<file path="config.mk">
export PLATFORM = sky130hd
export DESIGN_NAME = mem_stage_lsu
export DESIGN_NICKNAME = d
export VERILOG_FILES = /design/src/rtl/mem_stage_lsu.sv
export SDC_FILE = /design/constraint.sdc
export NUM_CORES = 1
export LEC_CHECK = 0
export CAP_MARGIN = 20
export CORE_ASPECT_RATIO = 2
export CORE_MARGIN = 2
export CORE_UTILIZATION = 49
export DETAILED_ROUTE_END_ITERATION = 7
export HOLD_SLACK_MARGIN = 0.06
export PLACE_DENSITY = 0.9
export SLEW_MARGIN = 15
export SYNTH_ARGS = -nofsm -noshare
export SYNTH_HDL_FRONTEND = slang
export SYNTH_SLANG_ARGS = --single-unit
</file>
<file path="constraint.sdc">
create_clock -name clk -period 4.6 [get_ports clk]
set_input_delay 0.69 -clock clk [delete_from_list [all_inputs] [get_ports clk]]
set_output_delay 0.69 -clock clk [all_outputs]
set_load 0.01 [all_outputs]
</file>
<file path="src/rtl/mem_stage_lsu.sv">
// mem_stage_lsu: MEM-stage load/store unit for an RV32I pipeline.
// Drives a single-port data memory over a req/gnt/rvalid handshake,
// formats load data, and stalls the pipeline while an access is in flight.
module mem_stage_lsu #(
  parameter int ADDR_W = 32
) (
  input  logic              clk,
  input  logic              rst_n,
  input  logic              in_valid,
  output logic              in_ready,
  input  logic              in_mem_read,
  input  logic              in_mem_write,
  input  logic [2:0]        in_funct3,
  input  logic [31:0]       in_alu_result,
  input  logic [31:0]       in_store_data,
  input  logic [4:0]        in_rd,
  input  logic              flush,
  output logic              mem_req,
  output logic              mem_we,
  output logic [ADDR_W-1:0] mem_addr,
  output logic [31:0]       mem_wdata,
  output logic [3:0]        mem_wstrb,
  input  logic              mem_gnt,
  input  logic              mem_rvalid,
  input  logic [31:0]       mem_rdata,
  output logic              out_valid,
  output logic [31:0]       out_data,
  output logic [4:0]        out_rd,
  output logic              out_exc,
  output logic              stall
);

  typedef enum logic [1:0] {
    S_IDLE = 2'd0,
    S_REQ  = 2'd1,
    S_WAIT = 2'd2,
    S_DONE = 2'd3
  } state_e;

  state_e      r_state;
  state_e      w_next;

  // Transaction context latched at accept
  logic [31:0] r_addr;
  logic [2:0]  r_funct3;
  logic        r_we;
  logic [31:0] r_wdata;
  logic [3:0]  r_wstrb;
  logic [4:0]  r_rd;
  logic        r_flushed;

  // Registered write-back result
  logic [31:0] r_out_data;
  logic [4:0]  r_out_rd;
  logic        r_out_exc;

  // Decode of the incoming instruction
  logic        w_is_mem;
  logic        w_illegal;
  logic        w_misaligned;
  logic        w_exc;
  logic        w_accept;
  logic        w_mem_go;
  logic [31:0] w_st_wdata;
  logic [3:0]  w_st_wstrb;

  // Load formatting
  logic [31:0] w_shift;
  logic [31:0] w_load;

  assign w_is_mem  = in_mem_read | in_mem_write;
  // Sizes 011/11x do not exist; unsigned sizes make no sense for a store.
  assign w_illegal = w_is_mem &&
                     ((in_funct3 inside {3'b011, 3'b110, 3'b111}) ||
                      (in_mem_write && in_funct3[2]));
  assign w_misaligned = w_is_mem &&
                        (((in_funct3[1:0] == 2'b01) && in_alu_result[0]) ||
                         ((in_funct3[1:0] == 2'b10) && (in_alu_result[1:0] != 2'b00)));
  assign w_exc    = w_illegal | w_misaligned;
  assign w_accept = (r_state == S_IDLE) && in_valid && !flush;
  assign w_mem_go = w_accept && w_is_mem && !w_exc;

  // Store lane encoding: data replicated across lanes, strobes pick the bytes
  always_comb begin
    // NOTE: every signal written here gets a default first so no latch is inferred.
    w_st_wdata = in_store_data;
    w_st_wstrb = 4'b0000;
    case (in_funct3[1:0])
      2'b00: begin
        w_st_wdata = {4{in_store_data[7:0]}};
        w_st_wstrb = 4'b0001 << in_alu_result[1:0];
      end
      2'b01: begin
        w_st_wdata = {2{in_store_data[15:0]}};
        w_st_wstrb = 4'b0011 << in_alu_result[1:0];
      end
      2'b10: w_st_wstrb = 4'b1111;
      default: w_st_wstrb = 4'b0000;
    endcase
  end

  // Load lane select and sign/zero extension
  assign w_shift = mem_rdata >> {r_addr[1:0], 3'b000};

  always_comb begin
    w_load = w_shift;
    case (r_funct3)
      3'b000:  w_load = {{24{w_shift[7]}}, w_shift[7:0]};
      3'b001:  w_load = {{16{w_shift[15]}}, w_shift[15:0]};
      3'b100:  w_load = {24'h0, w_shift[7:0]};
      3'b101:  w_load = {16'h0, w_shift[15:0]};
      default: w_load = w_shift;
    endcase
  end

  // State register
  always_ff @(posedge clk or negedge rst_n) begin
    // NOTE: sequential state uses non-blocking assignments so all registers update together.
    if (!rst_n) r_state <= S_IDLE;
    else        r_state <= w_next;
  end

  // Next-state logic; a started handshake always runs to completion
  always_comb begin
    w_next = r_state;
    case (r_state)
      S_IDLE: if (w_accept) w_next = w_mem_go ? S_REQ : S_DONE;
      S_REQ:  if (mem_gnt) w_next = S_WAIT;
      S_WAIT: if (mem_rvalid) w_next = S_DONE;
      S_DONE: w_next = S_IDLE;
      default: w_next = S_IDLE;
    endcase
  end

  // Transaction context and result registers
  always_ff @(posedge clk or negedge rst_n) begin
    if (!rst_n) begin
      r_addr     <= '0;
      r_funct3   <= '0;
      r_we       <= 1'b0;
      r_wdata    <= '0;
      r_wstrb    <= '0;
      r_rd       <= '0;
      r_flushed  <= 1'b0;
      r_out_data <= '0;
      r_out_rd   <= '0;
      r_out_exc  <= 1'b0;
    end else begin
      if (w_accept) begin
        r_addr    <= in_alu_result;
        r_funct3  <= in_funct3;
        r_rd      <= in_rd;
        r_flushed <= 1'b0;
        r_we      <= w_mem_go && in_mem_write;
        r_wdata   <= (w_mem_go && in_mem_write) ? w_st_wdata : 32'h0;
        r_wstrb   <= (w_mem_go && in_mem_write) ? w_st_wstrb : 4'h0;
        // Non-memory and faulting instructions finish without a memory access
        if (!w_mem_go) begin
          r_out_data <= w_is_mem ? 32'h0 : in_alu_result;
          r_out_rd   <= in_rd;
          r_out_exc  <= w_exc;
        end
      end
      if ((r_state == S_REQ || r_state == S_WAIT) && flush) r_flushed <= 1'b1;
      // A flushed access still completes but leaves the visible result untouched
      if (r_state == S_WAIT && mem_rvalid && !r_flushed && !flush) begin
        r_out_data <= r_we ? 32'h0 : w_load;
        r_out_rd   <= r_rd;
        r_out_exc  <= 1'b0;
      end
    end
  end

  assign in_ready  = (r_state == S_IDLE);
  assign stall     = !in_ready;
  assign mem_req   = (r_state == S_REQ);
  assign mem_we    = r_we;
  assign mem_addr  = ADDR_W'({r_addr[31:2], 2'b00});
  assign mem_wdata = r_wdata;
  assign mem_wstrb = r_wstrb;
  assign out_valid = (r_state == S_DONE) && !r_flushed && !flush;
  assign out_data  = r_out_data;
  assign out_rd    = r_out_rd;
  assign out_exc   = r_out_exc;

endmodule

</file>
==> results of run 1 <==
==> worst max-delay path, cell delays in order <==
cell and delay [ps]:
clkdlybuf4s50_1 460, buf_4 340, a221o_1 210, and3_4 320, or2_1 430, buf_4 420
mux2_4 340
==> layout make-up <==
class / count / area (um2) / area share, %
diodes: 1 / 2.50 / 0.0287
clock buffers: 22 / 484 / 5.54
clock inverters: 8 / 75.1 / 0.860
inverters: 6 / 22.5 / 0.258
multi-input cells: 419 / 2720 / 31.2
flip-flops and latches: 118 / 2950 / 33.8
well taps: 147 / 184 / 2.11
repair buffers: 232 / 2290 / 26.2
==> cells by family after synthesis <==
kind of cell    Yosys count  synth area share, %
compound gates          124                 14.0
fa+ha+maj                 5                 1.02
buf+inv                  85                 7.88
flops                   118                 48.0
mux                      68                 13.5
other cells               1               0.0610
simple gates            220                 15.5
==> synth_stat cells (2+ instances only) <==
| cell type | instances |
|---|---|
| buf_2 | 3 |
| nand2_1 | 148 |
| a22oi_1 | 16 |
| nor3_1 | 17 |
| nand3b_1 | 8 |
| o21ai_0 | 28 |
| clkbuf_1 | 31 |
| nor2_1 | 20 |
| mux2i_1 | 34 |
| mux2_4 | 5 |
| or2_2 | 2 |
| nor2b_1 | 4 |
| nand4_1 | 2 |
| mux4_2 | 8 |
| a22o_1 | 18 |
| ha_1 | 5 |
| buf_4 | 32 |
| inv_1 | 6 |
| nand2b_1 | 2 |
| o211ai_1 | 9 |
| o311ai_0 | 8 |
| a21oi_1 | 13 |
| nand3_1 | 8 |
| a31oi_1 | 15 |
| a2bb2oi_1 | 8 |
| mux2_2 | 21 |
| dfrtp_1 | 118 |
| buf_6 | 4 |
| nor4_1 | 2 |
| buf_1 | 8 |
==> metrics by stage <==
step	area [um2]	std cells
6_report	8730	953
2_1_floorplan	6150	622
3_5_place_dp	8170	922
4_1_cts	8720	952
5_1_grt	8730	953
3_3_place_gp	8170	922
==> layer usage <==
| layer | vias to the layer above | wire, um | part of all wire, % | global-route usage [%] |
|---|---|---|---|---|
| met4 | 0 | 1540 | 7.5 | 22.7 |
| met1 | 2747 | 6670 | 32 | 30.6 |
| met2 | 346 | 10900 | 53 | 54.4 |
| met3 | 85 | 1430 | 6.9 | 7.55 |
| li1 | 2490 | - | - | - |
| met5 | - | 0 | 0 | 0 |
==> state kept, by name, indices dropped and copies added, names as in the netlist <==
signal,count
r_addr,32
mem_we,1
r_flushed,1
r_rd,5
mem_wstrb,4
out_data,32
r_state,2
out_exc,1
mem_wdata,32
r_funct3,3
out_rd,5
==> power by group <==
group          switching [mW]  internal (mW)
clock                   0.467          0.790
sequential              0.374           1.50
combinational            1.03           1.30
total                    1.87           3.59
==> worst paths after layout <==
kind | from | cells after the start | slack, ps | end
min | rst_n | 1 | 290 | r_addr[3]$_DFFE_PN0P_
max | in_funct3[1] | 7 | 1670 | out_data[7]$_DFFE_PN0P_
min reg2reg | r_addr[22]$_DFFE_PN0P_ | 2 | 470 | r_addr[22]$_DFFE_PN0P_
min in group clk | r_addr[22]$_DFFE_PN0P_ | 2 | 470 | r_addr[22]$_DFFE_PN0P_
max in group asynchronous | rst_n | 2 | 3360 | mem_wdata[18]$_DFFE_PN0P_
max reg2reg | r_state[0]$_DFFE_PN0P_ | 6 | 1810 | mem_wdata[26]$_DFFE_PN0P_
==> results.json, run 1 <==
{
  "critPathCaptureType": "flop",
  "yosysSeqAreaShare_pct": 48.0,
  "synth_top_cell_area_share_pct": 48.0,
  "finClkSkew_ps": 10.8,
  "timing.hold.ws_ps": 290,
  "std_cell_rows": 57,
  "crit_fanout": 32,
  "synth_ff_type": "dfrtp_1",
  "grt_pass1_wl_mm": 32.2,
  "grt_pass1_vias": 6053,
  "die_h_um": 162,
  "drive_above_1_share_pct": 10.3,
  "critPathArrivalTime_ps": 3230,
  "synthArstFlopShare_pct": 100,
  "portBuffers": 220,
  "vias": 5668,
  "finalCritPeriodShare_pct": 63.8,
  "power_leakage_nw": 3.79,
  "grt_util_all_layers_pct": 30.7,
  "synth_cells": 621,
  "dieArea_mm2": 0.0135,
  "gp_congestion": 0.856,
  "cts_resized": 0,
  "startpoint_type": "input port",
  "worstMarginPinSlew_ps": 999,
  "total_power_mw": 5.46,
  "hold_path_class": "input port to async pin",
  "firstDrtPassIters": 5,
  "synth_enable_flop_cells": 0,
  "cts_inserted_buffers": 17,
  "rsz0062_at_grt": "false",
  "avgSynthCellArea_um2": 9.90,
  "synth-seq-cells": 118,
  "synth_area_leader_cell": "dfrtp_1",
  "h-tree-depth": 4,
  "grt_overflow": 0,
  "fillCellCount": 847,
  "wl_per_cell_um": 21.6,
  "irDropWorstVdd_v": 0.000345,
  "yosysWarnings": 0,
  "area_delta_synth_final_pct": 42.0,
  "clk_latency_ps": 410,
  "post_cts_buffers": 0,
  "drv_slew": 0,
  "antenna_found_initial": 1,
  "layout_common_cells": "219 x clkdlybuf4s50_1, 148 x nand2_1, 118 x dfrtp_1, 34 x mux2i_1, 28 x o21ai_0",
  "fp.dieW_um": 83.2,
  "final_core_util_pct": 71.6,
  "cap_violations": 0,
  "drtAntennaViolNets": 0,
  "synth_area_leaders": "dfrtp_1 48%, nand2_1 9.0%, mux2i_1 5.5%",
  "max_freq_mhz": 341,
  "power.density_mw_per_mm2": 626,
  "num-nets-final": 911,
  "remaining_drc_errors": 0,
  "fin_crit_ps": 2930,
  "start_util_pct": 50.4,
  "wl_mm": 20.6,
  "core-area_mm2": 0.0122,
  "layout_setup_ws_ps": 1670,
  "status": "finished clean",
  "max-clock-path-buffers": 2,
  "slew_headroom_pct": 33.4,
  "hold_buffers": 0,
  "final_common_cell": "clkdlybuf4s50_1",
  "pre_cts_slack_ps": 1310,
  "fin_setup_tns_ps": 0,
  "syn_area_mm2": 0.00615,
  "root_buffer": "clkbuf_16",
  "synth_cell_types": 48,
  "place_hpwl_mm": 15.0,
  "via_per_inst": 5.95,
  "clock-sinks": 118,
  "grt_start_max_net_pins": 85,
  "final-hold-violation-count": 0,
  "critical_path_class": "input port to flop",
  "required_ps": 4890,
  "boundaryPins": 223,
  "cts.clk_slew.worst_paths_ps": 60,
  "setup_viol": 0,
  "cts_tree": "yes",
  "first_iter_violations": 448
}
No activity file was read; power rests on OpenSTA's default activity.
==> run 2, diff against run 1 <==
- CORE_UTILIZATION: 49 -> 41
- PLACE_DENSITY: 0.9 -> 0.8
- clock period: 4.6 -> 2.6 ns (I/O delays scaled with it)
==> run 2 against run 1 <==
  * Clock power rose by 100%
  * Core utilization is 10 points lower
  * Die area increased by 19%
  * Sequential power is 70% higher
  * Clock skew barely moved
  * Largest power group unchanged
  * Critical path type is now flop to flop
  * Register-to-register slack worse by 1400 ps
  * First-iteration DRC count shrank 28%
  * Critical path depth shrank 1
  * Highest routed layer unchanged
  * Flip-flop and latch count unchanged
  * Via count decreased by 1.2%
  * Worst setup slack got worse by 1300 ps
==> results.json, run 2 (same netlist as run 1, synthesis figures left out) <==
{
  "fillCellCount": 1268,
  "grt_overflow": 0,
  "path_cells": "inv_1 -> ha_1 -> nand3b_1 -> buf_4 -> o311ai_0 -> a2bb2oi_1",
  "area_delta_synth_final_pct": 46.9,
  "slew_headroom_pct": 38.4,
  "required_ps": 2920,
  "vias": 5598,
  "h-tree-depth": 4,
  "power_leakage_nw": 3.91,
  "clock-sinks": 118,
  "dieArea_mm2": 0.0161,
  "power.density_mw_per_mm2": 1100,
  "cap_violations": 0,
  "startpoint_type": "flop",
  "core-area_mm2": 0.0147,
  "critical_path_class": "flop to flop",
  "hold_path_class": "input port to async pin",
  "drtAntennaViolNets": 0,
  "crit_fanout": 84,
  "antenna_found_initial": 0,
  "gp_congestion": 0.848,
  "critPathArrivalTime_ps": 2560,
  "post_cts_buffers": 0,
  "via_per_inst": 5.50,
  "clk_latency_ps": 410,
  "finalCritPeriodShare_pct": 85.8,
  "first_iter_violations": 321,
  "grt_util_all_layers_pct": 26.0,
  "antenna_cells": 0,
  "max_freq_mhz": 448,
  "cts.clk_slew.worst_paths_ps": 50,
  "drive_above_1_share_pct": 11.9,
  "start_util_pct": 41.7,
  "max-clock-path-buffers": 2,
  "max_stage_delay_ps": 710,
  "grt_pass1_vias": 5934,
  "wl_per_cell_um": 20.1,
  "r2r_setup_slack_ps": 370,
  "final_core_util_pct": 61.3,
  "worstMarginPinSlew_ps": 920,
  "fp.dieW_um": 90.6,
  "portBuffers": 220,
  "rsz0062_at_grt": "false",
  "cts_inserted_buffers": 17,
  "grt_start_max_net_pins": 85,
  "cpMaxStageDelayCell": "buf_4",
  "final-hold-violation-count": 0,
  "setup_viol": 0,
  "layout_common_cells": "219 x clkdlybuf4s50_1, 148 x nand2_1, 118 x dfrtp_1, 34 x mux2i_1, 28 x o21ai_0",
  "root_buffer": "clkbuf_16",
  "cts_tree": "yes",
  "fin_setup_tns_ps": 0,
  "boundaryPins": 223,
  "status": "finished clean",
  "grt_pass1_wl_mm": 32.1,
  "fin_crit_ps": 2230,
  "wl_mm": 20.5,
  "firstDrtPassIters": 5,
  "std_cell_rows": 63,
  "place_hpwl_mm": 15.1,
  "final_common_cell": "clkdlybuf4s50_1",
  "drv_slew": 0,
  "remaining_drc_errors": 0,
  "num-nets-final": 926,
  "critPathCaptureType": "flop",
  "cts_resized": 0,
  "irDropWorstVdd_v": 0.000608,
  "finClkSkew_ps": 11.0,
  "die_h_um": 177
}
-- run 2: cell types whose count changed in the layout (fill, tap and decap cells not counted), sizes merged --
cell         previous run  this run
buf                    13        27
bufinv                  1         5
clkbuf                 22        19
clkinv                  3         5
clkinvlp                4         3
diode                   1         0
dlygate4sd3             0         1
-- run 2: power breakdown --
group	leakage (nW)	internal, mW	switching (mW)
clock network	0.303	1.70	0.846
logic	2.11	2.33	1.87
registers	1.50	2.66	0.536
total	3.91	6.69	3.25
-- run 2: per-stage QoR --
step                      hold WS, ps  total power, mW  area (um2)  instances  setup WS [ps]
after floorplan                  94.4             5.46        6150        622            379
after global placement            353             7.29        8380        984           77.5
after detailed placement          364             7.40        8380        984           65.0
after CTS                         475             10.0        9030       1017            367
after global routing              496             10.5        9030       1017            242
final                             464             9.94        9030       1017            369
-- run 2: path summary, 6_finish.rpt --
path / to / startpoint / cells after the start
worst max-delay path: out_data[14]$_DFFE_PN0P_ / r_state[0]$_DFFE_PN0P_ / 6
min in group clk: r_addr[21]$_DFFE_PN0P_ / r_addr[21]$_DFFE_PN0P_ / 2
worst min-delay path: r_rd[2]$_DFFE_PN0P_ / rst_n / 2
worst max register to register: out_data[14]$_DFFE_PN0P_ / r_state[0]$_DFFE_PN0P_ / 6
max in group asynchronous: r_addr[6]$_DFFE_PN0P_ / rst_n / 3
worst min register to register: r_addr[21]$_DFFE_PN0P_ / r_addr[21]$_DFFE_PN0P_ / 2
-- run 2: timing repair --
action / in CTS / in global routing
endpoints found under the setup margin: 0 / 0
endpoints found under the hold margin: 30 / 0
hold buffers: 1 / 0
-- run 2: layout make-up --
| cell class | instances | area (um2) | area share, % |
|---|---|---|---|
| Clock buffer | 19 | 433 | 4.79 |
| Clock inverter | 13 | 205 | 2.27 |
| Inverter | 6 | 22.5 | 0.249 |
| Multi-Input combinational cell | 419 | 2720 | 30.1 |
| Sequential cell | 118 | 2950 | 32.7 |
| Tap cell | 195 | 244 | 2.70 |
| Timing Repair Buffer | 247 | 2450 | 27.2 |
-- run 2: routing by layer --
| layer | vias to the layer above | share of wire [%] | GRT usage, % |
|---|---|---|---|
| met1 | 2723 | 33 | 26.2 |
| met2 | 264 | 54 | 47.5 |
| met3 | 77 | 6.5 | 6.56 |
| met5 | - | 0 | 0 |
| li1 | 2534 | - | - |
| met4 | 0 | 6.0 | 15.6 |
-- run 2: critical path, delay by kind of cell, from the launching register on --
| family | cells | cell delay [ps] |
|---|---|---|
| buffers and inverters | 2 | 810 |
| adder cells (fa/ha/maj) | 1 | 270 |
| AO/OA/AOI/OAI | 2 | 500 |
| flip-flops | 1 | 410 |
| AND/OR/NAND/NOR | 1 | 130 |
